<file path="src/rtl/drive_cmd_scheduler.sv">
// Round-robin man/auto command arbiter feeding a FIFO; releases one command per tick as a one-cycle strobe, plus an emergency-stop brake burst.
// Define CMD_SCHED_TORQUE_CLAMP_EN to saturate pushed torque 5..7 to 4.
module drive_cmd_scheduler #(
    parameter int unsigned TICK_DIV    = 50_000_000,
    parameter int unsigned DEPTH       = 4,
    parameter int unsigned ESTOP_TICKS = 2
) (
    input  logic       clk,
    input  logic       reset_n,
    input  logic       enable,
    input  logic       estop,
    input  logic       man_valid,
    output logic       man_ready,
    input  logic [1:0] man_instr,
    input  logic [2:0] man_torque,
    input  logic       auto_valid,
    output logic       auto_ready,
    input  logic [1:0] auto_instr,
    input  logic [2:0] auto_torque,
    output logic [1:0] instruction,
    output logic [2:0] torque,
    output logic       read_enable,
    output logic       busy
);
    localparam int unsigned CNT_W = $clog2(TICK_DIV);
    localparam int unsigned PTR_W = $clog2(DEPTH);
    localparam int unsigned EST_W = $clog2(ESTOP_TICKS + 1);
    localparam logic [CNT_W-1:0] TICK_LAST = CNT_W'(TICK_DIV - 1);
    localparam logic [PTR_W:0]   FULL      = (PTR_W + 1)'(DEPTH);
    localparam logic [EST_W-1:0] EST_LAST  = EST_W'(ESTOP_TICKS - 1);
    localparam logic [EST_W-1:0] EST_DONE  = EST_W'(ESTOP_TICKS);

    typedef enum logic [1:0] {ST_STOP = 2'd0, ST_RUN = 2'd1, ST_ESTOP = 2'd2} state_t;
    typedef struct packed {
        logic [1:0] instr;
        logic [2:0] torque;
    } cmd_t;

    state_t           state_q, state_d;
    logic [CNT_W-1:0] cnt_q, cnt_d;
    logic [EST_W-1:0] est_q, est_d;
    logic [PTR_W-1:0] wr_q, wr_d, rd_q, rd_d;
    logic [PTR_W:0]   fill_q, fill_d;
    logic             last_auto_q, last_auto_d;
    cmd_t             mem_q [DEPTH];
    cmd_t             mem_d [DEPTH];
    logic [1:0]       instr_q, instr_d;
    logic [2:0]       torque_q, torque_d;
    logic             re_q, re_d;
    logic             busy_q, busy_d;

    logic             can_push, grant_man, grant_auto, push, pop, flush, tick_done;
    cmd_t             push_cmd;

    always_comb begin
        can_push   = (state_q != ST_ESTOP) && (fill_q != FULL);
        grant_man  = man_valid && (!auto_valid || last_auto_q);
        grant_auto = auto_valid && (!man_valid || !last_auto_q);
        man_ready  = can_push && grant_man;
        auto_ready = can_push && grant_auto;
        push       = man_ready || auto_ready;
        push_cmd   = man_ready ? cmd_t'({man_instr, man_torque}) : cmd_t'({auto_instr, auto_torque});
`ifdef CMD_SCHED_TORQUE_CLAMP_EN
        if (push_cmd.torque > 3'd4) push_cmd.torque = 3'd4;
`endif
    end

    always_comb begin
        state_d     = state_q;
        cnt_d       = cnt_q;
        est_d       = est_q;
        instr_d     = instr_q;
        torque_d    = torque_q;
        re_d        = 1'b0;
        pop         = 1'b0;
        flush       = 1'b0;
        last_auto_d = last_auto_q;
        wr_d        = wr_q;
        rd_d        = rd_q;
        fill_d      = fill_q;
        mem_d       = mem_q;
        tick_done   = (cnt_q == TICK_LAST);

        case (state_q)
            ST_STOP: begin
                cnt_d = '0;
                if (enable) state_d = ST_RUN;
            end
            ST_RUN: begin
                if (!enable) begin
                    state_d = ST_STOP;
                    cnt_d   = '0;
                end else begin
                    cnt_d = tick_done ? '0 : cnt_q + 1'b1;
                    if (tick_done) begin
                        re_d = 1'b1;
                        // An empty FIFO still strobes: coast keeps the datapath's speed.
                        if (fill_q != '0) begin
                            pop      = 1'b1;
                            instr_d  = mem_q[rd_q].instr;
                            torque_d = mem_q[rd_q].torque;
                        end else begin
                            instr_d  = 2'b00;
                            torque_d = 3'd0;
                        end
                    end
                end
            end
            ST_ESTOP: begin
                cnt_d = tick_done ? '0 : cnt_q + 1'b1;
                if (est_q != EST_DONE) begin
                    if (tick_done) begin
                        re_d     = 1'b1;
                        instr_d  = 2'b01;
                        torque_d = 3'd4;
                        est_d    = est_q + 1'b1;
                        if (est_q == EST_LAST && !estop) state_d = ST_STOP;
                    end
                end else if (!estop) begin
                    state_d = ST_STOP;
                end
            end
            default: state_d = ST_STOP;
        endcase

        // Entry into ESTOP overrides any strobe or pop decided above.
        if (estop && state_q != ST_ESTOP) begin
            state_d  = ST_ESTOP;
            cnt_d    = '0;
            est_d    = '0;
            flush    = 1'b1;
            re_d     = 1'b0;
            pop      = 1'b0;
            instr_d  = instr_q;
            torque_d = torque_q;
        end

        if (flush) begin
            wr_d   = '0;
            rd_d   = '0;
            fill_d = '0;
        end else begin
            if (push) begin
                mem_d[wr_q] = push_cmd;
                wr_d        = wr_q + 1'b1;
                last_auto_d = auto_ready;
            end
            if (pop) rd_d = rd_q + 1'b1;
            fill_d = fill_q + {{PTR_W{1'b0}}, push} - {{PTR_W{1'b0}}, pop};
        end

        busy_d = (fill_d != '0) || (state_d == ST_ESTOP);
    end

    always_ff @(posedge clk) begin
        if (!reset_n) begin
            state_q     <= ST_STOP;
            cnt_q       <= '0;
            est_q       <= '0;
            wr_q        <= '0;
            rd_q        <= '0;
            fill_q      <= '0;
            last_auto_q <= 1'b1;
            instr_q     <= 2'b00;
            torque_q    <= 3'd0;
            re_q        <= 1'b0;
            busy_q      <= 1'b0;
            for (int i = 0; i < DEPTH; i++) mem_q[i] <= '0;
        end else begin
            state_q     <= state_d;
            cnt_q       <= cnt_d;
            est_q       <= est_d;
            wr_q        <= wr_d;
            rd_q        <= rd_d;
            fill_q      <= fill_d;
            last_auto_q <= last_auto_d;
            instr_q     <= instr_d;
            torque_q    <= torque_d;
            re_q        <= re_d;
            busy_q      <= busy_d;
            mem_q       <= mem_d;
        end
    end

    assign instruction = instr_q;
    assign torque      = torque_q;
    assign read_enable = re_q;
    assign busy        = busy_q;
endmodule

</file>
<file path="config.mk">
export PLATFORM = sky130hd
export DESIGN_NAME = drive_cmd_scheduler
export DESIGN_NICKNAME = d
export VERILOG_FILES = /design/src/rtl/drive_cmd_scheduler.sv
export SDC_FILE = /design/constraint.sdc
export NUM_CORES = 1
export LEC_CHECK = 0
export BUFFER_PORTS_ARGS = -buffer_cell sky130_fd_sc_hd__buf_2
export CAP_MARGIN = 20
export CORE_UTILIZATION = 60
export CTS_BUF_LIST = sky130_fd_sc_hd__clkbuf_4 sky130_fd_sc_hd__clkbuf_8 sky130_fd_sc_hd__clkbuf_16
export CTS_CLUSTER_SIZE = 16
export DETAILED_ROUTE_END_ITERATION = 7
export HOLD_SLACK_MARGIN = 0.02
export PLACE_DENSITY = 0.8
export SYNTH_ARGS = -nofsm -noshare
export SYNTH_HDL_FRONTEND = slang
export SYNTH_SLANG_ARGS = --single-unit
</file>
<file path="constraint.sdc">
create_clock -name clk -period 4.2 [get_ports clk]
set_clock_uncertainty 0.15 [all_clocks]
set_input_delay 0.42 -clock clk [delete_from_list [all_inputs] [get_ports clk]]
set_output_delay 0.42 -clock clk [all_outputs]
set_load 0.05 [all_outputs]
</file>
==> flow_summary_export.csv <==
group,metric,value,unit
outcome,outcome,"finished clean",
setup_path,slowest_stage,"or4b_4",
global_route,grt_max_degree,24,
sta,period_share,84.2,%
cells_and_area,nets,411,
setup_path,crit_required,4.26,ns
cells_and_area,fin_cells,453,
floorplanning,initial_core_util,63.2,%
sta,fin_crit,3.54,ns
clock_tree,clkSlewWorstSetupHoldPaths,0.07,ns
cells_and_area,diodes,0,
placed_design,portBuffers,24,
synthesis,synth_common_cells,"65 x dfxtp_1, 59 x nor2_1, 25 x a211oi_1, 19 x inv_1, 18 x xor2_1",
power_and_ir_drop,p_per_area,367,nW/um^2
clock_tree,cts_tree,"built",
drt,vias_per_cell,5.85,
power_and_ir_drop,ir_drop,0.247,mV
global_route,overflow,0,
cells_and_area,layout-drive-gt1-share,13.8,%
drt,dr.pass1.iters,4,
setup_path,reg2reg_depth,13,
sta,maxSlewViolCount,0,
setup_path,cp_cell_sequence,"or4b_4, nor4_4, nand3_1, nor2_1, ha_1, inv_1, ha_1, inv_1, fa_1, xor2_1, xnor2_1, a31o_2, o31ai_1",
global_route,grt_pass1_vias,2493,
placed_design,gp_congestion,0.883,
clock_tree,ctsHoldBuffers,0,
synthesis,synth_most_common_cell,"dfxtp_1",
clock_tree,h-tree-depth,3,
setup_path,reg2reg_setup_slack,0.66,ns
floorplanning,fp-row-count,26,
synthesis,ys_types,49,
sta,finalSetupViolCount,0,
global_route,grt_antenna_before_repair,0,
hold_path,hold_class,"in2reg",
synthesis,avgSynthCellArea,9.10,um^2
global_route,grt_pass1_wl,11000,um
synthesis,synth_area,3270,um^2
floorplanning,io_pins,25,
clock_tree,cts_setup_buffers,0,
setup_path,cp-end-kind,"flip-flop",
clock_tree,cts_sinks,65,
synthesis,synth-edff-count,0,
clock_tree,clock_latency,0.34,ns
placed_design,place_ws,0.680,ns
hold_path,min_to,"last_auto_q$_SDFFE_PN1P_",
floorplanning,die-area,5750,um^2
power_and_ir_drop,leakagePower,0.00136,uW
synthesis,seq_area_frac_synth,39.8,%
sta,relSlewSlack,29.9,%
clock_tree,cts_resized,0,
sta,finalHoldViolations,0,
run,maxCapViolCount,0,
synthesis,netlist.area_leader.share,39.8,%
hold_path,hp-start,"reset_n",
drt,drt-wirelength-per-cell,15.0,um
setup_path,r2r_end,"busy$_SDFF_PN0_",
sta,timing.final.ws_setup,0.662,ns
placed_design,placed_cells,439,
drt,route.vias.total,2652,
setup_path,worstSetupPathType,"reg2reg",
drt,drc,0,
sta,rsz0062_at_grt,"false",
sta,tightest_slew,1.05,ns
synthesis,synth.ff_latch_count,65,
cells_and_area,area_delta_synth_final,10.3,%
synthesis,syn_nets,390,
synthesis,synth_top_area_cell,"dfxtp_1",
sta,hold_ws,0.192,ns
synthesis,async_flop_share,0,%
drt,initialDrtViolationCount,153,
synthesis,synth_flop_cell,"dfxtp_1",
global_route,grtUsageTotal,26.0,%
clock_tree,numCtsBuffers,9,
drt,ant_nets,0,
placed_design,hpwl,4740,um
setup_path,slowest_delay,0.57,ns
setup_path,worst_r2r_startpoint,"cnt_q[7]$_SDFFE_PP0P_",
synthesis,yosysWarnings,0,
hold_path,holdPathStages,2,
setup_path,crit_path_start_kind,"flip-flop",
sta,max_freq,0.283,GHz
setup_path,path_max_fanout,6,
setup_path,critPathArrivalTime,3.60,ns
floorplanning,coreArea,5170,um^2
clock_tree,cts_root_buf,"clkbuf_8",
floorplanning,die_w,75.8,um
sta,fin_setup_tns,0,ns
floorplanning,die_h,75.8,um
drt,wl,6780,um
synthesis,syn_inst,359,
clock_tree,clk_path_buf_depth,2,
synthesis,synthTopCellsByArea,"dfxtp_1 40%, nor2_1 6.8%, a211oi_1 5.7%",
-- metal layers --
| layer | part of all wire [%] | vias up | GRT usage (%) |
|---|---|---|---|
| met1 | 43 | 1266 | 29.7 |
| li1 | - | 1311 | - |
| met3 | 3.5 | 17 | 5.29 |
| met4 | 2.7 | 0 | 15.4 |
| met5 | 0 | - | 0 |
| met2 | 50 | 58 | 44.8 |
-- final cells by class --
type	instances	area, um^2
flip-flops and latches	65	1300
multi-input cells	259	1830
repair buffers	26	135
clock buffers	10	138
inverters	19	71.3
fillers	397	1570
clock inverters	4	45.0
well taps	70	87.6
-- worst max-delay path by stage --
stage | cells after the start | to | start
floorplan | 13 | busy$_SDFF_PN0_ | cnt_q[7]$_SDFFE_PP0P_
global placement | 13 | busy$_SDFF_PN0_ | cnt_q[7]$_SDFFE_PP0P_
detailed placement | 13 | busy$_SDFF_PN0_ | cnt_q[7]$_SDFFE_PP0P_
CTS | 13 | busy$_SDFF_PN0_ | cnt_q[7]$_SDFFE_PP0P_
global route | 13 | busy$_SDFF_PN0_ | cnt_q[7]$_SDFFE_PP0P_
finish | 13 | busy$_SDFF_PN0_ | cnt_q[7]$_SDFFE_PP0P_
-- layout by cell type, fill, tap and decap left out, drive strengths merged, types with 2 or more instances in the layout --
master  instances
a211oi         25
a21o            2
a21oi           6
a31oi           4
and2            5
and3            3
and4            2
buf            26
clkbuf         10
clkinv          3
dfxtp          65
ha             14
inv            19
mux2i          11
mux4            5
nand2          16
nand2b          2
nand3           9
nand3b          2
nand4          14
nand4b          3
nor2           59
nor2b           7
nor3           10
nor3b           6
nor4            3
o21a            2
o21ai           4
o31ai           2
or3             2
or4             2
xnor2           7
xor2           18
-- power breakdown --
group / leakage, uW / total, uW / internal, uW / switching (uW)
Clock: 0.0000978 / 502 / 280 / 222
Combinational: 0.000735 / 171 / 65.1 / 106
Sequential: 0.000526 / 652 / 637 / 14.9
-- critical path: cells and delay by family, from the launching register on --
family	cells	cell delay, ns
adders and majority gates	3	0.73
DFF	1	0.37
buffers and inverters	2	0.10
AOI/OAI and AO/OA	2	0.25
and+or+nand+nor	4	1.45
xor gates and xnor gates	2	0.36
-- flip-flops by register name, indices dropped and copies added (netlist names), 2 cells and up --
name and cells:
rd_q 2, cnt_q 26, mem_q 20, state_q 2, instruction 2, est_q 2
fill_q 3, wr_q 2, torque 3
-- logic make-up (layout without fill, tap and decap cells) --
logic type / after synthesis / in the layout / share of synthesized area [%]
muxes: 16 / 16 / 6.81
xor gates and xnor gates: 25 / 25 / 6.70
and+or+nand+nor: 148 / 148 / 23.7
DFF: 65 / 65 / 39.8
adders and majority gates: 15 / 15 / 5.97
buffers and inverters: 35 / 59 / 4.25
AOI/OAI and AO/OA: 55 / 55 / 12.7
-- per-stage QoR --
stage | power, uW | area (um^2) | utilization [%]
detailed placement | 835 | 3420 | 66.2
global route | 1380 | 3610 | 69.7
CTS | 1330 | 3610 | 69.7
finish | 1330 | 3610 | 69.7
global placement | 829 | 3420 | 66.2
floorplan | 793 | 3270 | -
Note: power is estimated with default switching activity, not from simulation.
